File: src/rtl/nurn_upd_pkg.sv
// Shared constants for the neuron state update engine: FSM encoding and
// status-word selectors used to build {nurnIdx, sel} status memory addresses.
package nurn_upd_pkg;

    typedef logic [3:0] state_t;

    localparam state_t ST_IDLE = 4'd0;
    localparam state_t ST_RD_B = 4'd1;
    localparam state_t ST_RD_P = 4'd2;
    localparam state_t ST_RD_T = 4'd3;
    localparam state_t ST_RD_H = 4'd4;
    localparam state_t ST_SYN  = 4'd5;
    localparam state_t ST_CALC = 4'd6;
    localparam state_t ST_WR_P = 4'd7;
    localparam state_t ST_WR_H = 4'd8;

    localparam logic [1:0] SEL_BIAS = 2'b00;
    localparam logic [1:0] SEL_POT  = 2'b01;
    localparam logic [1:0] SEL_TH   = 2'b10;
    localparam logic [1:0] SEL_HIST = 2'b11;

endpackage

File: src/rtl/nurn_sat_add3.sv
// Three-operand signed add with saturation to DSIZE bits, followed by a
// signed threshold compare on the saturated result.
module nurn_sat_add3 #(
    parameter int DSIZE = 16
) (
    input  logic signed [DSIZE-1:0] opA_i,
    input  logic signed [DSIZE-1:0] opB_i,
    input  logic signed [DSIZE-1:0] opC_i,
    input  logic signed [DSIZE-1:0] th_i,
    output logic signed [DSIZE-1:0] sum_o,
    output logic                    fire_o
);

    // Two guard bits are enough for the sum of three DSIZE-bit operands.
    localparam logic signed [DSIZE+1:0] SatMax = $signed({3'b000, {(DSIZE-1){1'b1}}});
    localparam logic signed [DSIZE+1:0] SatMin = $signed({3'b111, {(DSIZE-1){1'b0}}});

    logic signed [DSIZE+1:0] wide;

    // Widen, add, clamp to the representable range, then compare against threshold.
    always_comb begin
        wide = {{2{opA_i[DSIZE-1]}}, opA_i} + {{2{opB_i[DSIZE-1]}}, opB_i}
             + {{2{opC_i[DSIZE-1]}}, opC_i};
        if (wide > SatMax) begin
            sum_o = {1'b0, {(DSIZE-1){1'b1}}};
        end else if (wide < SatMin) begin
            sum_o = {1'b1, {(DSIZE-1){1'b0}}};
        end else begin
            sum_o = wide[DSIZE-1:0];
        end
        fire_o = (sum_o >= th_i);
    end

endmodule

File: src/rtl/nurn_state_updater.sv
// Per-time-step neuron update engine: for each neuron reads Bias, MembPot, Th
// and PostSpikeHist, fetches the synaptic sum, computes the saturated new
// potential and fire decision, and writes MembPot and PostSpikeHist back.
module nurn_state_updater
    import nurn_upd_pkg::*;
#(
    parameter int NUM_NURNS          = 256,
    parameter int DSIZE              = 16,
    parameter int NURN_CNT_BIT_WIDTH = 8,
    parameter int STDP_WIN_BIT_WIDTH = 8
) (
    input  logic                          clk_i,
    input  logic                          rst_n_i,
    input  logic                          start_i,
    output logic                          busy_o,
    output logic                          done_o,
    output logic [NURN_CNT_BIT_WIDTH+1:0] Addr_StatRd_A_o,
    output logic                          rdEn_StatRd_A_o,
    input  logic [DSIZE-1:0]              data_StatRd_A_i,
    output logic [NURN_CNT_BIT_WIDTH+1:0] Addr_StatWr_B_o,
    output logic                          wrEn_StatWr_B_o,
    output logic [DSIZE-1:0]              data_StatWr_B_o,
    output logic                          synReq_o,
    output logic [NURN_CNT_BIT_WIDTH-1:0] synNurnId_o,
    input  logic                          synVld_i,
    input  logic [DSIZE-1:0]              synSum_i,
    output logic                          spike_o,
    output logic [NURN_CNT_BIT_WIDTH-1:0] spikeNurnId_o
);

    localparam logic [NURN_CNT_BIT_WIDTH-1:0] LastIdx = NURN_CNT_BIT_WIDTH'(NUM_NURNS - 1);

    state_t                          state_q;
    logic [NURN_CNT_BIT_WIDTH-1:0]   nurnIdx_q;
    logic signed [DSIZE-1:0]         bias_q;
    logic signed [DSIZE-1:0]         pot_q;
    logic signed [DSIZE-1:0]         th_q;
    logic signed [DSIZE-1:0]         synSum_q;
    logic [STDP_WIN_BIT_WIDTH-1:0]   hist_q;
    logic                            synFirst_q;
    logic [DSIZE-1:0]                newPot_q;
    logic [STDP_WIN_BIT_WIDTH-1:0]   newHist_q;
    logic                            fire_q;

    logic signed [DSIZE-1:0]         calcSum;
    logic                            calcFire;
    logic [STDP_WIN_BIT_WIDTH-1:0]   histNext;
    logic [1:0]                      rdSel;
    logic [1:0]                      wrSel;

    nurn_sat_add3 #(
        .DSIZE (DSIZE)
    ) u_sat_add3 (
        .opA_i  (pot_q),
        .opB_i  (bias_q),
        .opC_i  (synSum_q),
        .th_i   (th_q),
        .sum_o  (calcSum),
        .fire_o (calcFire)
    );

    // History counts up to all-ones and sticks there; a spike clears it.
    always_comb begin
        if (calcFire) begin
            histNext = '0;
        end else if (&hist_q) begin
            histNext = hist_q;
        end else begin
            histNext = hist_q + STDP_WIN_BIT_WIDTH'(1);
        end
    end

    // Sequencer: walks neurons through read, sync, compute and write-back phases.
    always_ff @(posedge clk_i) begin
        if (!rst_n_i) begin
            state_q    <= ST_IDLE;
            nurnIdx_q  <= '0;
            bias_q     <= '0;
            pot_q      <= '0;
            th_q       <= '0;
            synSum_q   <= '0;
            hist_q     <= '0;
            synFirst_q <= 1'b0;
            newPot_q   <= '0;
            newHist_q  <= '0;
            fire_q     <= 1'b0;
        end else begin
            case (state_q)
                ST_IDLE: begin
                    if (start_i) begin
                        nurnIdx_q <= '0;
                        state_q   <= ST_RD_B;
                    end
                end
                ST_RD_B: state_q <= ST_RD_P;
                ST_RD_P: begin
                    bias_q  <= data_StatRd_A_i;
                    state_q <= ST_RD_T;
                end
                ST_RD_T: begin
                    pot_q   <= data_StatRd_A_i;
                    state_q <= ST_RD_H;
                end
                ST_RD_H: begin
                    th_q       <= data_StatRd_A_i;
                    synFirst_q <= 1'b1;
                    state_q    <= ST_SYN;
                end
                ST_SYN: begin
                    // Hist read data lands in the first SYN cycle only.
                    synFirst_q <= 1'b0;
                    if (synFirst_q) begin
                        hist_q <= data_StatRd_A_i[STDP_WIN_BIT_WIDTH-1:0];
                    end
                    if (synVld_i) begin
                        synSum_q <= synSum_i;
                        state_q  <= ST_CALC;
                    end
                end
                ST_CALC: begin
                    newPot_q  <= calcFire ? '0 : calcSum;
                    newHist_q <= histNext;
                    fire_q    <= calcFire;
                    state_q   <= ST_WR_P;
                end
                ST_WR_P: state_q <= ST_WR_H;
                ST_WR_H: begin
                    if (nurnIdx_q == LastIdx) begin
                        state_q <= ST_IDLE;
                    end else begin
                        nurnIdx_q <= nurnIdx_q + NURN_CNT_BIT_WIDTH'(1);
                        state_q   <= ST_RD_B;
                    end
                end
                default: state_q <= ST_IDLE;
            endcase
        end
    end

    // Port strobes and selectors decoded from the current state.
    always_comb begin
        rdEn_StatRd_A_o = 1'b0;
        wrEn_StatWr_B_o = 1'b0;
        data_StatWr_B_o = '0;
        synReq_o        = 1'b0;
        spike_o         = 1'b0;
        done_o          = 1'b0;
        rdSel           = SEL_BIAS;
        wrSel           = SEL_BIAS;
        case (state_q)
            ST_RD_B: begin
                rdEn_StatRd_A_o = 1'b1;
                rdSel           = SEL_BIAS;
            end
            ST_RD_P: begin
                rdEn_StatRd_A_o = 1'b1;
                rdSel           = SEL_POT;
            end
            ST_RD_T: begin
                rdEn_StatRd_A_o = 1'b1;
                rdSel           = SEL_TH;
            end
            ST_RD_H: begin
                rdEn_StatRd_A_o = 1'b1;
                rdSel           = SEL_HIST;
            end
            ST_SYN: synReq_o = 1'b1;
            ST_WR_P: begin
                wrEn_StatWr_B_o = 1'b1;
                wrSel           = SEL_POT;
                data_StatWr_B_o = newPot_q;
            end
            ST_WR_H: begin
                wrEn_StatWr_B_o = 1'b1;
                wrSel           = SEL_HIST;
                data_StatWr_B_o = {{(DSIZE-STDP_WIN_BIT_WIDTH){1'b0}}, newHist_q};
                spike_o         = fire_q;
                done_o          = (nurnIdx_q == LastIdx);
            end
            default: ;
        endcase
    end

    assign busy_o          = (state_q != ST_IDLE);
    assign Addr_StatRd_A_o = {nurnIdx_q, rdSel};
    assign Addr_StatWr_B_o = {nurnIdx_q, wrSel};
    assign synNurnId_o     = nurnIdx_q;
    assign spikeNurnId_o   = nurnIdx_q;

endmodule

File: config.mk
export PLATFORM = sky130hd
export DESIGN_NAME = nurn_state_updater
export DESIGN_NICKNAME = d
export VERILOG_FILES = /design/src/rtl/nurn_upd_pkg.sv /design/src/rtl/nurn_sat_add3.sv /design/src/rtl/nurn_state_updater.sv
export SDC_FILE = /design/constraint.sdc
export NUM_CORES = 1
export LEC_CHECK = 0
export BUFFER_PORTS_ARGS = -buffer_cell sky130_fd_sc_hd__buf_2
export CELL_PAD_IN_SITES_DETAIL_PLACEMENT = 0
export CELL_PAD_IN_SITES_GLOBAL_PLACEMENT = 1
export CORE_MARGIN = 5
export CORE_UTILIZATION = 45
export DETAILED_ROUTE_END_ITERATION = 10
export MAX_ROUTING_LAYER = met4
export PLACE_DENSITY = 0.88
export SYNTH_ARGS = -nofsm -noshare
export SYNTH_HDL_FRONTEND = slang
export SYNTH_HIERARCHICAL = 1
export SYNTH_SLANG_ARGS = --single-unit
File: constraint.sdc
create_clock -name clk_i -period 8.6 [get_ports clk_i]
set_input_delay 0.43 -clock clk_i [delete_from_list [all_inputs] [get_ports clk_i]]
set_output_delay 0.43 -clock clk_i [all_outputs]
set_load 0.01 [all_outputs]
# Word-level counts from Yosys, hierarchy flattened
# Index checks and enable logic that the tools add are counted.
# W data, S select, Z words.
word_totals:
  input_bits: 36
  out_inout_bits: 58
  regBits: 110
op_classes:
  n_reduce_logical: 11
  n_addsub: 4
  n_lt_le_gt_ge: 3
  n_mux: 21
  n_eq_ne: 12
ops:
  columns: ["cell", "count"]
  rows:
  - ["$mux W16", 3]
  - ["$pmux W4 S9", 1]
  - ["$mux W8", 4]
  - ["$pmux W16 S2", 1]
  - ["$add A18 B18 Y18", 1]
  - ["$gt A18 B16 Y1 const B", 1]
  - ["$lt A18 B16 Y1 const B", 1]
  - ["$add A16 B16 Y17", 1]
  - ["$add A8 B1 Y8 const B", 2]
  - ["$eq A4 B3 Y1 const B", 4]
  - ["$ge A16 B16 Y1", 1]
  - ["$pmux W8 S2", 1]
  - ["$eq A4 B2 Y1 const B", 2]
  - ["$eq A8 B8 Y1 const B", 1]
  - ["$mux W4", 2]
  - ["$reduce_and A8 Y1", 1]
  - ["$mux W1", 6]
  - ["$ne A2 B2 Y1 const B", 3]
  - ["$pmux W2 S3", 1]
  - ["$reduce_and A2 Y1", 3]
  - ["$eq A4 B1 Y1 const B", 1]
  - ["$eq A4 B4 Y1 const B", 1]
  - ["$logic_not A4 Y1", 1]
  - ["$pmux W2 S2", 1]
  - ["other kinds (6)", 7]

# Longest topological paths before layout
# Gate-level depths: netlist of the first run.
logic_depth:
  ltp_word: 7
  depth_mapped: 26

# Hierarchy
# The synthesis of the first run kept the hierarchy.
by_module_without_submodules:
  columns: ["module", "instances", "area_per_inst_um2", "cells_per_inst"]
  rows:
  - ["nurn_state_updater", 1, 4944.7, 588]
  - ["nurn_sat_add3", 1, 1727.9, 207]

# Worst setup path after synthesis of the first run
# OpenSTA, ideal clock, no wires.
synth_timing:
  path_type: "reg-to-reg"
  start: "register pot_q[1]"
  end: "register newHist_q[3]"
  arrival_ns: 5.292
  t_required_ns: 8.513
  slack_ns: 3.221
  path_stages_with_launch: 25
  path_cell_list: "dfxtp_1 inv_1 fa_1 inv_1 ha_1 fa_1 a21o_1 a221oi_1 or4_4 a21o_1 a32o_2 a21boi_4 buf_6 a21oi_2 ha_1 a21o_1 a21o_1 a21oi_1 nor2b_1 o21ai_0 a22oi_1 a41o_1 clkbuf_1 or4_4 o31ai_1"
synth_via:
  elab_chain_cells: 7
  elab_cells_between_ends: 8
  cone_classes: "add/sub: 2; order compare: 3; mux: 3"
synth_lines:
  columns: ["item", "line_no", "rtl"]
  rows:
  - ["start: declaration", "nurn_state_updater.sv:36", "logic signed [DSIZE-1:0] pot_q;"]
  - ["start signal: assignment", "nurn_state_updater.sv:101", "pot_q <= data_StatRd_A_i;"]
  - ["$add A16 B16 Y17 *", "nurn_sat_add3.sv:22", "wide = {{2{opA_i[DSIZE-1]}}, opA_i} + {{2{opB_i[DSIZE-1]}}, opB_i}"]
  - ["$add A18 B18 Y18 *", "nurn_sat_add3.sv:23", "+ {{2{opC_i[DSIZE-1]}}, opC_i};"]
  - ["$lt A18 B16 Y1", "nurn_sat_add3.sv:26", "end else if (wide < SatMin) begin"]
  - ["$mux W16", "nurn_sat_add3.sv:26", null]
  - ["$mux W16 *", "nurn_sat_add3.sv:24", "if (wide > SatMax) begin"]
  - ["net calcSum[15]", "nurn_state_updater.sv:45", "logic signed [DSIZE-1:0] calcSum;"]
  - ["$ge A16 B16 Y1 *", "nurn_sat_add3.sv:31", "fire_o = (sum_o >= th_i);"]
  - ["net calcFire", "nurn_state_updater.sv:46", "logic calcFire;"]
  - ["$mux W8 *", "nurn_state_updater.sv:64", "if (calcFire) begin"]
  - ["end signal: assignment", "nurn_state_updater.sv:122", "newHist_q <= histNext;"]
  - ["end: declaration", "nurn_state_updater.sv:42", "logic [STDP_WIN_BIT_WIDTH-1:0] newHist_q;"]
# Mark *: on every way through the listed nets, which the timed path passes. The rest lies on a longest branch.
# A chain may end at the register's enable or synchronous reset.

# Worst setup path after layout of the first run
# Ends and elaborated chain as after synthesis.

==> flow_metrics.env, run 1 <==
export IMPL_max_slew_worst_pin_slew_ns=1.11
export IMPL_share_comb_of_total_power_pct=16.6
export IMPL_layout_min_cycle_time_ns=6.08
export IMPL_power_internal_uw=837
export IMPL_clock_path_buffers=2
export IMPL_io_pins=94
export IMPL_synth_seq_cells=110
export IMPL_most_common_library_cell_in_the_layout_ignoring_fill_and_taps="sky130_fd_sc_hd__nand2_1"
export IMPL_initial_utilization_pct=45.9
export IMPL_critPathLaunchType="flop"
export IMPL_nFillCells=1480
export IMPL_setup_viol=0
export IMPL_final_setup_skew_ns=0.00705
export IMPL_worstPathArrival_ns=6.35
export IMPL_synthToLayoutAreaGrowth_pct=9.62
export IMPL_postCtsResizedCells=0
export IMPL_cts_setup_buffers=0
export IMPL_ys_warnings_count=6
export IMPL_drv_max_cap_violation_count=0
export IMPL_report_final_hold_viol_count=0
export IMPL_drt_total_wl_um=15800
export IMPL_min_delay_path_class="input pin to flop"
export IMPL_dieWidth_um=132
export IMPL_min_period_over_period_pct=70.7
export IMPL_detailedRoute_firstPassIterationCount=5
export IMPL_cp_data_required_time_ns=8.88
export IMPL_yosys_mux_area_fraction_pct=0.900
export IMPL_post_synth_cell_area_avg_um2=8.39
export IMPL_place_congestion=0.872
export IMPL_critical_path_endpoint_type="flop"
export IMPL_worstSetupPathType="flop to flop"
export IMPL_fp_dieArea_um2=17400
export IMPL_switching_fraction_pct=27.9
export IMPL_vias_per_cell=5.37
export IMPL_syn_inst=795
export IMPL_yosys_area_share_adder_pct=11.5
export IMPL_synthSimpleGateAreaFrac_pct=23.6
export IMPL_drcViolationCount=0
export IMPL_fp_row_count=44
export IMPL_synth_edf_count=0
export IMPL_route_detailed_wl_per_inst_um=15.4
export IMPL_pin_count_of_the_biggest_net_entering_global_routing=103
export IMPL_mappedNetlistNets=882
export IMPL_coreArea_um2=14500
export IMPL_timing_max_transition_violations_final=0
export IMPL_numCtsBuffers=9
export IMPL_slew_limit_headroom_pct=25.7
export IMPL_worst_supply_voltage_drop_on_vdd_mv=0.0920
export IMPL_p_per_area_nw_per_um2=159
export IMPL_place_detailed_instances=1010
export IMPL_power_net_switching_uw=324
export IMPL_detailed_place_hpwl_um=11700
export IMPL_dominantRegCellSynth="sky130_fd_sc_hd__dfxtp_1"
export IMPL_leakagePower_uw=0.00293
export IMPL_grt_pass1_wl_um=26700
export IMPL_grt_pass1_vias=5366
export IMPL_fin_cells=1025
export IMPL_clock_tree_root_cell="sky130_fd_sc_hd__clkbuf_16"
export IMPL_htree_levels=3
export IMPL_total_neg_setup_slack_ns=0
export IMPL_clkTransAtPathRegs_ns=0.07
export IMPL_track_usage_pct=19.1
export IMPL_die_h_um=132
export IMPL_latest_clock_arrival_within_the_worst_skew_pair_ns=0.36
export IMPL_number_of_antenna_violations_at_the_first_check_in_global_routing=0
export IMPL_synth_compound_area_share_pct=21.2
export IMPL_drive_above_1_share_pct=17.2
export IMPL_yosysUniqueCellTypes=62
export IMPL_dr_total_vias=5503
export IMPL_route_antenna_remaining_nets=0
export IMPL_netlist_area_um2=6670
export IMPL_pwr_share_seq_pct=46.0
export IMPL_asyncSetResetFlopFracSynth_pct=0
export IMPL_place_port_buffers=93
export IMPL_cts_tree="done"
export IMPL_synth_top_family_by_area="simple AND/OR/NAND/NOR gates"
export IMPL_dr_first_iter_drc_count=270
export IMPL_grt_setup_unrepaired="no"
export IMPL_grt_overflow_total=0
export IMPL_clock_power_share_pct=37.4
export IMPL_tritoncts_num_sinks=110
export IMPL_finish_net_count=924
export IMPL_result_of_the_run="complete, no violations"
export IMPL_seq_total_area_yosys_pct=33.0
export IMPL_postLayoutCoreUtil_pct=50.3
export IMPL_maxClockFrequency_mhz=165
export IMPL_layout_cells_most_common_list="149 x sky130_fd_sc_hd__nand2_1, 110 x sky130_fd_sc_hd__dfxtp_1, 93 x sky130_fd_sc_hd__buf_2"
export IMPL_diodes=0
export IMPL_cts_hold_repair_buffers=0
export IMPL_critical_path_peak_fanout=19
export IMPL_synthXorXnorAreaFrac_pct=1.84
cell type report:
| cell class | count | area (um2) | area share, % |
|---|---|---|---|
| multi-input cells | 583 | 3940 | 53.9 |
| flip-flops and latches | 110 | 2200 | 30.1 |
| repair buffers | 100 | 518 | 7.08 |
| clock buffers | 12 | 256 | 3.51 |
| well taps | 184 | 230 | 3.15 |
| inverters | 33 | 124 | 1.69 |
| clock inverters | 3 | 43.8 | 0.599 |
registers in the layout, indices dropped and copies added (netlist names):
name,flops
newHist_q,8
th_q,16
bias_q,16
pot_q,16
hist_q,8
synSum_q,16
synFirst_q,1
fire_q,1
newPot_q,16
spikeNurnId_o,8
state_q,4
worst paths after layout:
kind                              startpoint           end  slack (ns)  cells after the start
worst min-delay path            synSum_i[12]  synSum_q[12]        0.33                      3
worst min register to register  newHist_q[1]  newHist_q[1]        0.46                      2
worst max-delay path                pot_q[1]  newHist_q[3]        2.52                     22
worst max register to register      pot_q[1]  newHist_q[3]        2.52                     22
critical path: stages, from the launching register on:
cell	delay (ns)
sky130_fd_sc_hd__dfxtp_1	0.33
sky130_fd_sc_hd__inv_1	0.06
sky130_fd_sc_hd__fa_1	0.53
sky130_fd_sc_hd__inv_1	0.05
sky130_fd_sc_hd__ha_1	0.22
sky130_fd_sc_hd__fa_1	0.40
sky130_fd_sc_hd__a21o_1	0.19
sky130_fd_sc_hd__a221oi_1	0.44
sky130_fd_sc_hd__or4_4	0.23
sky130_fd_sc_hd__a21o_1	0.14
sky130_fd_sc_hd__a32o_2	0.29
sky130_fd_sc_hd__a21boi_4	0.48
sky130_fd_sc_hd__a21o_1	0.13
sky130_fd_sc_hd__ha_1	0.21
sky130_fd_sc_hd__nand2b_1	0.14
sky130_fd_sc_hd__a21o_1	0.17
sky130_fd_sc_hd__a21o_1	0.17
sky130_fd_sc_hd__a21o_1	0.17
sky130_fd_sc_hd__a21oi_1	0.15
sky130_fd_sc_hd__o21ai_0	0.13
sky130_fd_sc_hd__a41o_1	0.44
sky130_fd_sc_hd__or4_4	0.66
sky130_fd_sc_hd__o31ai_1	0.25
power groups by stage:
stage               Sequential (uW)  Clock (uW)  Combinational (uW)
global placement                545           0                 190
global route                    535         459                 217
floorplan                       538           0                 150
detailed placement              545           0                 192
finish                          533         434                 193
CTS                             533         441                 193
synth_stat cells, drive strengths merged (6+ instances only):
cell,count,area (um2)
nand2,151,572
dfxtp,110,2200
a21boi,76,582
a21oi,58,332
buf,47,324
nand3,39,195
ha,34,425
inv,33,124
clkbuf,22,82.6
nor2b,19,119
fa,17,340
nor2,17,66.3
o21ai,17,88.8
nor3b,16,120
a21o,13,97.6
and2,13,81.3
nor3,11,81.3
nand2b,10,72.6
a22o,9,78.8
xnor2,9,78.8
and3,7,43.8
or4,7,63.8
mux2i,6,60.1
routing by layer:
layer  GRT usage [%]  share of wire [%]  routed length (um)  up-vias
met4            6.57                1.5                 233        0
met1            26.2                 50                7860     2571
met5               -                  0                   0        -
met2            29.1                 45                7060      125
met3            2.63                4.2                 672       17
li1                -                  -                   -     2790
stage by stage:
stage	cell area [um2]	hold WS [ns]	total power, uW	setup WS [ns]
3_3_place_gp	7010	0.438	734	2.67
2_1_floorplan	6670	0.426	688	3.22
6_report	7310	0.326	1160	2.52
3_5_place_dp	7010	0.445	737	2.54
4_1_cts	7310	0.316	1170	2.51
5_1_grt	7310	0.332	1210	2.08
cells by family after synthesis:
group | after synthesis
compound gates | 202
mux | 6
buf+inv | 102
flops | 110
simple gates | 310
fa+ha+maj | 51
xor+xnor | 14
Note: power is estimated with default switching activity, not from simulation.
==> inputs of run 2 (changes only) <==
--- a/config.mk
+++ b/config.mk
@@ -5,14 +5,15 @@
 export SDC_FILE = /design/constraint.sdc
 export NUM_CORES = 1
 export LEC_CHECK = 0
+export ABC_AREA = 1
 export BUFFER_PORTS_ARGS = -buffer_cell sky130_fd_sc_hd__buf_2
 export CELL_PAD_IN_SITES_DETAIL_PLACEMENT = 0
 export CELL_PAD_IN_SITES_GLOBAL_PLACEMENT = 1
 export CORE_MARGIN = 5
-export CORE_UTILIZATION = 45
+export CORE_UTILIZATION = 37
 export DETAILED_ROUTE_END_ITERATION = 10
 export MAX_ROUTING_LAYER = met4
-export PLACE_DENSITY = 0.88
+export PLACE_DENSITY = 0.81
 export SYNTH_ARGS = -nofsm -noshare
 export SYNTH_HDL_FRONTEND = slang
 export SYNTH_HIERARCHICAL = 1
==> constraint.sdc (replaced) <==
create_clock -name clk_i -period 5.5 [get_ports clk_i]
set_input_delay 0.275 -clock clk_i [delete_from_list [all_inputs] [get_ports clk_i]]
set_output_delay 0.275 -clock clk_i [all_outputs]
set_load 0.01 [all_outputs]
==> flow_metrics.env, run 2 <==
export IMPL_result_of_the_run="complete, no violations"
export IMPL_reg2reg_from="pot_q[1]"
export IMPL_ys_warnings_count=6
export IMPL_synth_cells_most_frequent="223 x sky130_fd_sc_hd__nand2_1, 134 x sky130_fd_sc_hd__nor2_1, 110 x sky130_fd_sc_hd__dfxtp_1, 85 x sky130_fd_sc_hd__inv_1, 76 x sky130_fd_sc_hd__a21oi_1"
export IMPL_grt_overflow_total=0
export IMPL_min_delay_start="data_StatRd_A_i[12]"
export IMPL_synth_most_common_cell="sky130_fd_sc_hd__nand2_1"
export IMPL_asyncSetResetFlopFracSynth_pct=0
export IMPL_grt_setup_unrepaired="no"
export IMPL_timing_hold_worst_path_depth=3
export IMPL_worstPathArrival_ns=4.79
export IMPL_worstSetupPathType="flop to flop"
export IMPL_max_slew_worst_pin_slew_ns=0.735
export IMPL_leakagePower_uw=0.00348
export IMPL_hold_slack_ns=0.179
export IMPL_dr_total_vias=5823
export IMPL_route_antenna_remaining_nets=0
export IMPL_pin_count_of_the_biggest_net_entering_global_routing=60
export IMPL_place_congestion=0.857
export IMPL_synthToLayoutAreaGrowth_pct=11.6
export IMPL_detailedRoute_firstPassIterationCount=5
export IMPL_fp_row_count=48
export IMPL_min_period_over_period_pct=81.8
export IMPL_latest_clock_arrival_within_the_worst_skew_pair_ns=0.36
export IMPL_timing_max_transition_violations_final=0
export IMPL_htree_levels=3
export IMPL_dr_first_iter_drc_count=298
export IMPL_netlist_area_leader_share_pct=34.0
export IMPL_numCtsBuffers=9
export IMPL_worst_r2r_setup_slack_ns=1.00
export IMPL_drv_max_cap_violation_count=0
export IMPL_grt_pass1_vias=5618
export IMPL_cts_tree="done"
export IMPL_coreArea_um2=17200
export IMPL_cp_data_required_time_ns=5.79
export IMPL_tritoncts_num_sinks=110
export IMPL_initial_utilization_pct=37.6
export IMPL_r2r_cells=26
export IMPL_total_neg_setup_slack_ns=0
export IMPL_worst_supply_voltage_drop_on_vdd_mv=0.182
export IMPL_maxClockFrequency_mhz=222
export IMPL_yosysUniqueCellTypes=36
export IMPL_die_h_um=142
export IMPL_clock_path_buffers=2
export IMPL_netlist_area_um2=6480
export IMPL_worstReg2RegEnd="newHist_q[0]"
export IMPL_finish_net_count=1062
export IMPL_report_final_hold_viol_count=0
export IMPL_diodes=0
export IMPL_number_of_antenna_violations_at_the_first_check_in_global_routing=0
export IMPL_place_port_buffers=93
export IMPL_layout_min_cycle_time_ns=4.50
export IMPL_critical_path_peak_fanout=25
export IMPL_post_synth_cell_area_avg_um2=7.01
export IMPL_cts_setup_buffers=0
export IMPL_route_detailed_wl_per_inst_um=14.3
export IMPL_setup_viol=0
export IMPL_slew_limit_headroom_pct=51.0
export IMPL_layout_cells_most_common_list="223 x sky130_fd_sc_hd__nand2_1, 134 x sky130_fd_sc_hd__nor2_1, 110 x sky130_fd_sc_hd__dfxtp_1"
export IMPL_p_per_area_nw_per_um2=270
export IMPL_mappedNetlistNets=1011
export IMPL_worstHoldEndpoint="pot_q[12]"
export IMPL_critical_path_endpoint_type="flop"
export IMPL_drt_total_wl_um=17200
export IMPL_grt_pass1_wl_um=28000
export IMPL_min_delay_path_class="input pin to flop"
export IMPL_synth_largest_area_cell="sky130_fd_sc_hd__dfxtp_1"
export IMPL_dieWidth_um=142
export IMPL_clock_tree_root_cell="sky130_fd_sc_hd__clkbuf_16"
export IMPL_vias_per_cell=4.83
export IMPL_drive_above_1_share_pct=14.5
export IMPL_dominantRegCellSynth="sky130_fd_sc_hd__dfxtp_1"
export IMPL_io_pins=94
export IMPL_drcViolationCount=0
export IMPL_postCtsResizedCells=0
export IMPL_synth_top_cells_by_area="sky130_fd_sc_hd__dfxtp_1 34%, sky130_fd_sc_hd__nand2_1 13%, sky130_fd_sc_hd__nor2_1 7.8%, sky130_fd_sc_hd__ha_1 6.6%, sky130_fd_sc_hd__a21oi_1 5.9%"
export IMPL_synth_seq_cells=110
export IMPL_seq_total_area_yosys_pct=34.0
export IMPL_most_common_library_cell_in_the_layout_ignoring_fill_and_taps="sky130_fd_sc_hd__nand2_1"
export IMPL_synth_edf_count=0
export IMPL_syn_inst=924
export IMPL_critPathLaunchType="flop"
export IMPL_detailed_place_hpwl_um=12700
export IMPL_track_usage_pct=17.8
export IMPL_clkTransAtPathRegs_ns=0.07
export IMPL_cts_hold_repair_buffers=0
export IMPL_fp_dieArea_um2=20300
export IMPL_final_setup_skew_ns=0.00879
-- run 2: cell types whose count changed after synthesis, moves of 27 or more --
cell,previous run,this run
sky130_fd_sc_hd__a21oi_1,49,76
sky130_fd_sc_hd__a21boi_0,70,0
sky130_fd_sc_hd__inv_1,32,85
sky130_fd_sc_hd__nand2_1,149,223
sky130_fd_sc_hd__nor2_1,16,134
sky130_fd_sc_hd__o21ai_0,16,63
-- run 2: final cells by class --
class                      count  area, um2
fill                        1823      10000
multi-input combinational    663       3560
sequential                   110       2200
timing repair buffer          98        503
inverter                      93        349
tap                          225        282
clock buffer                  12        256
clock inverter                 4       76.3
-- run 2: how the worst max path moves through the flow --
stage               slack [ns]  depth (start not counted)      endpoint  startpoint
finish                    1.00                         26  newHist_q[0]    pot_q[1]
global route              0.52                         26  newHist_q[0]    pot_q[1]
CTS                       1.02                         26  newHist_q[0]    pot_q[1]
detailed placement        1.03                         26  newHist_q[0]    pot_q[1]
global placement          1.07                         26   newPot_q[9]    pot_q[1]
floorplan                 1.62                         31  newHist_q[5]    pot_q[1]
-- run 2: metal layers --
layer | track usage (%) | vias to the layer above | routed length (um)
met3 | 4.00 | 18 | 609
li1 | - | 3034 | -
met1 | 23.5 | 2679 | 8460
met4 | 3.75 | 0 | 213
met5 | - | - | 0
met2 | 28.2 | 92 | 7940
-- run 2: logic make-up (layout without fill, tap and decap cells) --
kind of cell / Yosys count / in the layout / share of synthesized area, %
and+or+nand+nor: 447 / 447 / 28.9
buffers and inverters: 151 / 207 / 11.1
adders and majority gates: 51 / 51 / 11.8
DFF: 110 / 110 / 34.0
AOI/OAI and AO/OA: 153 / 153 / 12.6
xor gates and xnor gates: 12 / 12 / 1.62
-- run 2: where the power goes --
group / internal, uW / total (uW) / switching (uW) / leakage, uW
sequential: 818 / 834 / 16.7 / 0.000889
clock: 426 / 730 / 304 / 0.000159
combinational: 138 / 389 / 251 / 0.00243
total: 1380 / 1950 / 571 / 0.00348
-- run 2: critical path: stages (launching register included) --
cell and delay [ns]:
sky130_fd_sc_hd__dfxtp_1 0.33, sky130_fd_sc_hd__inv_1 0.06, sky130_fd_sc_hd__fa_1 0.52, sky130_fd_sc_hd__inv_1 0.04, sky130_fd_sc_hd__ha_1 0.22, sky130_fd_sc_hd__fa_1 0.40, sky130_fd_sc_hd__nand2_1 0.08, sky130_fd_sc_hd__nand2_1 0.07
sky130_fd_sc_hd__nand3_1 0.07, sky130_fd_sc_hd__nand2_1 0.09, sky130_fd_sc_hd__nand2_1 0.12, sky130_fd_sc_hd__nand3_1 0.08, sky130_fd_sc_hd__nand2_1 0.08, sky130_fd_sc_hd__nand2_1 0.06, sky130_fd_sc_hd__nand2_2 0.23, sky130_fd_sc_hd__nand2_1 0.13
sky130_fd_sc_hd__ha_1 0.31, sky130_fd_sc_hd__nand2_1 0.07, sky130_fd_sc_hd__o21ai_0 0.21, sky130_fd_sc_hd__nand2_1 0.08, sky130_fd_sc_hd__o211ai_1 0.09, sky130_fd_sc_hd__nand2_1 0.09, sky130_fd_sc_hd__nand3_1 0.07, sky130_fd_sc_hd__nand3_1 0.11
sky130_fd_sc_hd__nor2_4 0.50, sky130_fd_sc_hd__nand3_1 0.15, sky130_fd_sc_hd__a21oi_1 0.14
-- run 2: through the flow --
| stage | area, um2 | utilization, % | power [uW] | worst slack (ns) | cells |
|---|---|---|---|---|---|
| 5_1_grt | 7230 | 41.9 | 2060 | 0.518 | 1205 |
| 4_1_cts | 7230 | 41.9 | 1970 | 1.02 | 1205 |
| 3_3_place_gp | 6900 | 40.0 | 1240 | 1.07 | 1189 |
| 2_1_floorplan | 6480 | - | 1140 | 1.62 | 924 |
| 6_report | 7230 | 41.9 | 1950 | 1.00 | 1205 |
| 3_5_place_dp | 6900 | 40.0 | 1240 | 1.03 | 1189 |
